**src/rtl/alu_pkg.sv**
```systemverilog
// alu_pkg: shared opcode, width and issue-request definitions for the alu32 issue path
package alu_pkg;
   localparam int DATA_W = 32;
   localparam int ADDR_W = 5;
   typedef enum logic [2:0] {ALU_ADD = 3'b000, ALU_SLL = 3'b001, ALU_AND = 3'b111} alu_op_t;
   typedef struct packed {
      logic [2:0]        op;
      logic [ADDR_W-1:0] rs1;
      logic [ADDR_W-1:0] rs2;
      logic [ADDR_W-1:0] rd;
      logic [DATA_W-1:0] imm;
      logic              use_imm;
   } issue_req_t;
endpackage

```
**src/rtl/alu_regfile.sv**
```systemverilog
// alu_regfile: 2R1W register file, R0 hardwired to zero, write-to-read bypass
module alu_regfile #(
   parameter int DATA_W = 32,
   parameter int NREGS  = 32,
   parameter int ADDR_W = 5
) (
   input  logic              clk,
   input  logic              reset,
   input  logic [ADDR_W-1:0] ra1,
   input  logic [ADDR_W-1:0] ra2,
   output logic [DATA_W-1:0] rdata1,
   output logic [DATA_W-1:0] rdata2,
   input  logic              we,
   input  logic [ADDR_W-1:0] wa,
   input  logic [DATA_W-1:0] wd
);
   logic [DATA_W-1:0] mem_q [NREGS];
   logic [DATA_W-1:0] mem_d [NREGS];
   always_comb begin
      mem_d = mem_q;
      if (we && wa != '0) mem_d[wa] = wd;
   end
   always_ff @(posedge clk) begin
      if (reset) mem_q <= '{default: '0};
      else mem_q <= mem_d;
   end
   assign rdata1 = (ra1 == '0) ? '0 : (we && wa == ra1) ? wd : mem_q[ra1];
   assign rdata2 = (ra2 == '0) ? '0 : (we && wa == ra2) ? wd : mem_q[ra2];
endmodule

```
**src/rtl/alu_issue_stage.sv**
```systemverilog
// alu_issue_stage: operand issue with scoreboard and one-entry output register toward alu32.
// Optional ALU_ISSUE_PERF_EN adds stall_cnt/issue_cnt performance counters.
module alu_issue_stage #(
   parameter int DATA_W = 32,
   parameter int NREGS  = 32,
   parameter int ADDR_W = 5
) (
   input  logic              clk,
   input  logic              reset,
   input  logic              in_valid,
   output logic              in_ready,
   input  logic [2:0]        in_op,
   input  logic [ADDR_W-1:0] in_rs1,
   input  logic [ADDR_W-1:0] in_rs2,
   input  logic [ADDR_W-1:0] in_rd,
   input  logic [DATA_W-1:0] in_imm,
   input  logic              in_use_imm,
   output logic              out_valid,
   input  logic              out_ready,
   output logic [DATA_W-1:0] a,
   output logic [DATA_W-1:0] b,
   output logic [2:0]        ALUop,
   output logic [ADDR_W-1:0] out_rd,
   input  logic              wb_en,
   input  logic [ADDR_W-1:0] wb_rd,
   input  logic [DATA_W-1:0] wb_data
`ifdef ALU_ISSUE_PERF_EN
  ,output logic [31:0]       stall_cnt,
   output logic [31:0]       issue_cnt
`endif
);
   import alu_pkg::*;
   issue_req_t        req;
   logic [DATA_W-1:0] rd1, rd2;
   logic [NREGS-1:0]  pend_q, pend_d;
   logic              out_valid_q, out_valid_d;
   logic [DATA_W-1:0] a_q, a_d, b_q, b_d;
   logic [2:0]        op_q, op_d;
   logic [ADDR_W-1:0] rd_q, rd_d;
   logic              hazard, accept;
   assign req = '{op: in_op, rs1: in_rs1, rs2: in_rs2, rd: in_rd, imm: in_imm, use_imm: in_use_imm};
   alu_regfile #(.DATA_W(DATA_W), .NREGS(NREGS), .ADDR_W(ADDR_W)) u_rf (
      .clk(clk), .reset(reset), .ra1(req.rs1), .ra2(req.rs2), .rdata1(rd1), .rdata2(rd2),
      .we(wb_en), .wa(wb_rd), .wd(wb_data)
   );
   // A write-back landing this cycle resolves the hazard through the bypass.
   always_comb begin
      hazard = (pend_q[req.rs1] && req.rs1 != '0 && !(wb_en && wb_rd == req.rs1))
            || (!req.use_imm && pend_q[req.rs2] && req.rs2 != '0 && !(wb_en && wb_rd == req.rs2));
      in_ready = !hazard && (!out_valid_q || out_ready);
      accept = in_valid && in_ready;
      out_valid_d = accept || (out_valid_q && !out_ready);
      a_d = accept ? rd1 : a_q;
      b_d = accept ? (req.use_imm ? req.imm : rd2) : b_q;
      op_d = accept ? req.op : op_q;
      rd_d = accept ? req.rd : rd_q;
      pend_d = pend_q;
      if (wb_en) pend_d[wb_rd] = 1'b0;
      if (accept && req.rd != '0) pend_d[req.rd] = 1'b1;
   end
   always_ff @(posedge clk) begin
      if (reset) begin
         pend_q <= '0;
         out_valid_q <= 1'b0;
         a_q <= '0;
         b_q <= '0;
         op_q <= '0;
         rd_q <= '0;
      end else begin
         pend_q <= pend_d;
         out_valid_q <= out_valid_d;
         a_q <= a_d;
         b_q <= b_d;
         op_q <= op_d;
         rd_q <= rd_d;
      end
   end
   assign out_valid = out_valid_q;
   assign a = a_q;
   assign b = b_q;
   assign ALUop = op_q;
   assign out_rd = rd_q;
`ifdef ALU_ISSUE_PERF_EN
   logic [31:0] stall_cnt_q, stall_cnt_d, issue_cnt_q, issue_cnt_d;
   always_comb begin
      stall_cnt_d = stall_cnt_q + 32'(in_valid && hazard);
      issue_cnt_d = issue_cnt_q + 32'(accept);
   end
   always_ff @(posedge clk) begin
      if (reset) begin
         stall_cnt_q <= '0;
         issue_cnt_q <= '0;
      end else begin
         stall_cnt_q <= stall_cnt_d;
         issue_cnt_q <= issue_cnt_d;
      end
   end
   assign stall_cnt = stall_cnt_q;
   assign issue_cnt = issue_cnt_q;
`endif
endmodule

```
**config.mk**
```make
export PLATFORM = sky130hd
export DESIGN_NAME = alu_issue_stage
export DESIGN_NICKNAME = d
export VERILOG_FILES = /design/src/rtl/alu_pkg.sv /design/src/rtl/alu_regfile.sv /design/src/rtl/alu_issue_stage.sv
export SDC_FILE = /design/constraint.sdc
export NUM_CORES = 2
export LEC_CHECK = 0
export CORE_ASPECT_RATIO = 0.8
export CORE_MARGIN = 2
export CORE_UTILIZATION = 48
export DETAILED_ROUTE_END_ITERATION = 16
export PLACE_DENSITY_LB_ADDON = 0.08
export SLEW_MARGIN = 10
export SYNTH_ARGS = -nofsm -noshare
export SYNTH_HDL_FRONTEND = slang
export SYNTH_SLANG_ARGS = --single-unit
```
**constraint.sdc**
```tcl
create_clock -name clk -period 5.36 [get_ports clk]
set_input_delay 1.608 -clock clk [delete_from_list [all_inputs] [get_ports clk]]
set_output_delay 1.608 -clock clk [all_outputs]
set_load 0.05 [all_outputs]
```
---- Word-level counts from Yosys, hierarchy flattened ----
Index checks and enable logic that the tools add are counted.
cells by class
  eq/ne operators ......................... 2
  bitwise operators ....................... 6
  multiplexer cells ....................... 24
  $lt $le $gt $ge ......................... 10
  reduce and logical (&&, ||, !) cells .... 30
operators by type and width
  cell                  number
  $bwmux W1024          1
  $mux W32              12
  $bmux W32 S5          2
  $demux W32 S5         1
  $and A32 B32 Y32      1
  $not A32 Y32          1
  $or A32 B32 Y32       1
  $lt A5 B6 Y1 const B  4
  $reduce_bool A5 Y1    4
  $ge A6 B6 Y1 const B  3
  $not A5 Y6            3
  $logic_and A1 B1 Y1   15
  $bmux W1 S5           2
  $demux W1 S5          2
  $eq A5 B5 Y1          2
  $ge A5 B1 Y1 const B  2
  $logic_not A5 Y1      2
  $logic_not A1 Y1      6
  $lt A6 B1 Y1 const B  1
  $mux W1               4
  $logic_or A1 B1 Y1    3
storage, ports and cells
  input port bits ......................... 93
  bits in registers ....................... 1129

---- Depth between registers and ports, before layout ----
  depth after elaboration ................. 11
  gate-level depth with buffers ........... 11
  mapped depth without buffers ............ 6

---- By module ----
From an unflattened synthesis, not the netlist that was laid out.
unflattened totals
  cell total of the unflattened synthesis .. 6849
  area total of the unflattened synthesis .. 58797.6 sq um
modules (own cells, without submodules)
  module           cells an instance  instances  area an instance (sq um)
  alu_regfile      6255               1          53034.6
  alu_issue_stage  594                1          5763.0

---- Least setup slack after synthesis ----
No wires, ideal clock.
  kind .................................... input port to output port
  start point ............................. input in_rs2[1]
  end point ............................... output in_ready
  data required time ...................... 3.752 ns
  path slack .............................. 0.334 ns
  buffers on the path ..................... 3
  cell stages on the path ................. 8
  arrival time ............................ 3.418 ns
  cell sequence ........................... buf_2 -> buf_6 -> mux4_2 -> a21boi_0 -> o211ai_1 -> o2111ai_1 -> buf_2 -> and2_1
between the ends
  word-level cells in the longest chain between the ends .. 8
  elaborated cells on any way between the ends .. 12
  classes of those cells .................. eq/ne (1); mux (2); reduce/logical (9)
ends and longest elaborated chain
  what                              RTL line               text
  from (decl)                       alu_issue_stage.sv:14  input logic [ADDR_W-1:0] in_rs2,
  $bmux W1 S5                       alu_issue_stage.sv:49  || (!req.use_imm && pend_q[req.rs2] && req.rs2 != '0 && !(wb_en && wb_rd == req.rs2));
  $mux W1 (implied by the code)     alu_issue_stage.sv:49
  $logic_and A1 B1 Y1 (2 in a row)  alu_issue_stage.sv:49
  $logic_and A1 B1 Y1 *             alu_issue_stage.sv:49
  $logic_or A1 B1 Y1 *              alu_issue_stage.sv:49
  $logic_not A1 Y1 *                alu_issue_stage.sv:50  in_ready = !hazard && (!out_valid_q || out_ready);
  $logic_and A1 B1 Y1 *             alu_issue_stage.sv:50
  to (decl)                         alu_issue_stage.sv:11  output logic in_ready,
Mark *: on every way between the ends. The rest lies on a longest branch, timed or not. The select of a mux whose other input is x is not followed.

---- Worst setup path after layout ----
  start point ............................. input in_rs1[2]
  end point ............................... output in_ready
between the ends
  word-level cells in the longest chain between the ends .. 7
  elaborated cells on any way between the ends .. 11
  classes of those cells .................. eq/ne (1); mux (2); reduce/logical (8)
ends and longest elaborated chain
  what                                                                         RTL line               text
  from (decl)                                                                  alu_issue_stage.sv:13  input logic [ADDR_W-1:0] in_rs1,
  $bmux W1 S5 / $eq A5 B5 Y1 (equally long branches)                           alu_issue_stage.sv:48  hazard = (pend_q[req.rs1] && req.rs1 != '0 && !(wb_en && wb_rd == req.rs1))
  $mux W1 (implied by the code) / $logic_and A1 B1 Y1 (equally long branches)  alu_issue_stage.sv:48
  $logic_and A1 B1 Y1 / $logic_not A1 Y1 (equally long branches)               alu_issue_stage.sv:48
  $logic_and A1 B1 Y1 *                                                        alu_issue_stage.sv:48
  $logic_or A1 B1 Y1 *                                                         alu_issue_stage.sv:49
  $logic_not A1 Y1 *                                                           alu_issue_stage.sv:50
  $logic_and A1 B1 Y1 *                                                        alu_issue_stage.sv:50
Marks and branches as above.

==> results.toml <==
[critical_path]
reg2reg_depth = 8
critPathBufInv = 3
slowest_stage = "clkdlybuf4s50_1"
slowest_delay_ns = 0.47
end_kind = "output pin"
reg2reg_from = "pend_q[0]"
reg2reg_slack_ns = 2.66
rr_endpoint = "b[7]"
worstSetupStartpointType = "input port"
crit_path_start = "in_rs1[2]"
worstPathRequired_ns = 3.75
critPathTopFamily = "buffers and inverters"
crit_fanout = 18
crit_chain = "clkdlybuf4s50_1, buf_4, mux4_2, a22oi_1, a211oi_1, o21bai_1, and2_1, buf_12"
worstPathArrival_ns = 3.61
critical_path_class = "in -> out"

[routing]
routedWlPerCell_um = 32.6
drc_errors = 0
dr.pass1.iters = 10
drtAntennaViolNets = 0
drt_iter0_drc = 8449
vias = 51100
wirelength_um = 249000
viasPerCell = 6.68

[yosys]
async_reset_ff_share_pct = 0
synth_seq_area_share_pct = 40.5
syn_inst = 6183
synth_top_area_share_pct = 40.5
synth_edf_count = 0
syn_area_per_cell_um2 = 9.04
synth_warnings = 0
netlist_area_um2 = 55900
synth.ff_latch_count = 1129
yosysTopAreaCell = "dfxtp_1"
synthTopCellsByArea = "dfxtp_1 (40%), mux4_2 (22%), nand2_1 (14%)"
yosysUniqueCellTypes = 50
syn_nets = 6276
ys.flop_type = "dfxtp_1"

[timing]
hold_viol = 0
finalClockSkew_ns = 0.0233
worst_slew_pin_slew_ns = 1.09
min_period_ns = 5.22
max_freq_ghz = 0.192
setup_tns_ns = 0
slew_violations = 0
finalCritPeriodShare_pct = 97.3
slew-limit-headroom_pct = 26.6
setup_viol = 0
rsz0062_at_grt = "no"

[die]
core_um2 = 115000
io_pins = 167
die_area_um2 = 119000
die_h_um = 309
row_count = 111
initial_core_util_pct = 48.6
die-width_um = 385

[min_path]
hold_end = "out_rd[1]"
hold_path.class = "reg -> reg"
hold_path_depth = 2
hold_path_startpoint = "out_rd[1]"

[clock_tree]
cts_tree = "built"
numCtsBuffers = 115
cts.root.buffer_cell = "clkbuf_16"
numClockSinks = 1129
clk_pin_slew_ns = 0.06
clock_latency_ns = 0.74
clk_path_buf_depth = 3
cts-resized-gates = 0
cts_setup_buffers = 0
hold_buffers = 0
htree_levels = 3

[finish]
fin_nets = 6105
instances_no_fill = 7643
layout_common_cells = "nand2_1 (2112), dfxtp_1 (1129), a21oi_1 (1009)"
final_common_cell = "nand2_1"
fin_util_pct = 55.4
syn_to_final_growth_pct = 14.0
drive_gt1_share_pct = 18.8
fill_cells = 10300

[job]
maxCapViolations = 0

[grt]
grt.overflow.total = 0
grt_max_degree = 191
grt_usage_pct = 41.0
grt_pass1_wl_um = 350000
antenna_found_initial = 14
grt_pass1_vias = 46700

[power_and_ir_drop]
irDropWorstVdd_uv = 296
pwr_density_cell_nw_per_um2 = 307
p_leak_uw = 0.0206

[placed_design]
dp_cells = 7420
dp_hpwl_um = 144000
port_buffers = 166
place.gp.congestion = 0.917

[run_status]
status = "completed"
-- worst max-delay path by stage --
| stage | end | cells past startpoint |
|---|---|---|
| finish | in_ready | 8 |
| global route | in_ready | 8 |
| CTS | in_ready | 8 |
| detailed placement | in_ready | 8 |
| global placement | in_ready | 7 |
| floorplan | in_ready | 8 |
-- cell families (layout without fill, tap and decap cells) --
| group | Yosys count | in the layout | share of synthesized area (%) |
|---|---|---|---|
| compound gates | 1326 | 1326 | 13.2 |
| xor+xnor | 10 | 10 | 0.157 |
| buf+inv | 679 | 606 | 4.95 |
| flops | 1129 | 1129 | 40.5 |
| mux | 664 | 664 | 24.5 |
| other cells | 0 | 8 | 0 |
| simple gates | 2375 | 2375 | 16.8 |
-- cell usage after synthesis (all sizes together), types with 6 or more instances --
cell type,instances
nor3,8
o22ai,128
nand3b,7
nor2b,53
mux2i,53
clkbuf,541
a21oi,1009
nor2,43
nor4,34
xnor2,6
a21o,16
a22oi,81
buf,128
mux2,53
nand2,2143
nor3b,6
nand3,36
a222oi,17
o21ai,12
a311oi,7
inv,9
mux4,558
dfxtp,1129
a31o,39
and3,21
-- report_power, final --
part | switching (uW) | leakage, uW | internal, uW
sequential | 80.0 | 0.00911 | 8480
combinational | 1310 | 0.00946 | 617
clock | 3700 | 0.00207 | 5340
total | 5100 | 0.0206 | 14400
-- through the flow --
stage | area (um^2) | worst slack (ns) | power (uW) | hold WS, ns
global placement | 59400 | 0.114 | 10600 | 0.449
finish | 63700 | 0.143 | 19500 | 0.459
global route | 63700 | 0.0389 | 19900 | 0.481
detailed placement | 59500 | 0.197 | 10600 | 0.453
floorplan | 55900 | 0.334 | 9850 | 0.443
CTS | 63600 | 0.180 | 19500 | 0.463
-- state kept, by name (all words and copies together) (netlist names) --
| signal | flops |
|---|---|
| ALUop | 3 |
| a | 32 |
| b | 32 |
| out_rd | 5 |
| out_valid | 1 |
| pend_q | 32 |
| u_rf.mem_q | 1024 |
-- layout make-up --
class                           instances  area, um^2  share of cell area (%)
Antenna cell                            8        20.0                  0.0314
Clock buffer                          166        3420                    5.37
Clock inverter                         49         769                    1.21
Inverter                               10        38.8                  0.0609
Multi-Input combinational cell       4375       30900                    48.5
Sequential cell                      1129       22600                    35.5
Tap cell                             1525        1910                    3.00
Timing Repair Buffer                  381        4030                    6.34
-- tightest hold or removal path, cell delays in order (launching register included) --
cell     delay, ns
dfxtp_1       0.31
nand2_1       0.05
mux2i_1       0.05
-- metal layers --
metal | up-vias | share of wire, % | track usage [%]
met3 | 708 | 14 | 11.7
met1 | 25000 | 38 | 56.7
li1 | 21400 | - | -
met5 | - | 0.0096 | 0
met2 | 3968 | 42 | 58.4
met4 | 4 | 6.0 | 21.3
(Power assumes the default switching activity.)
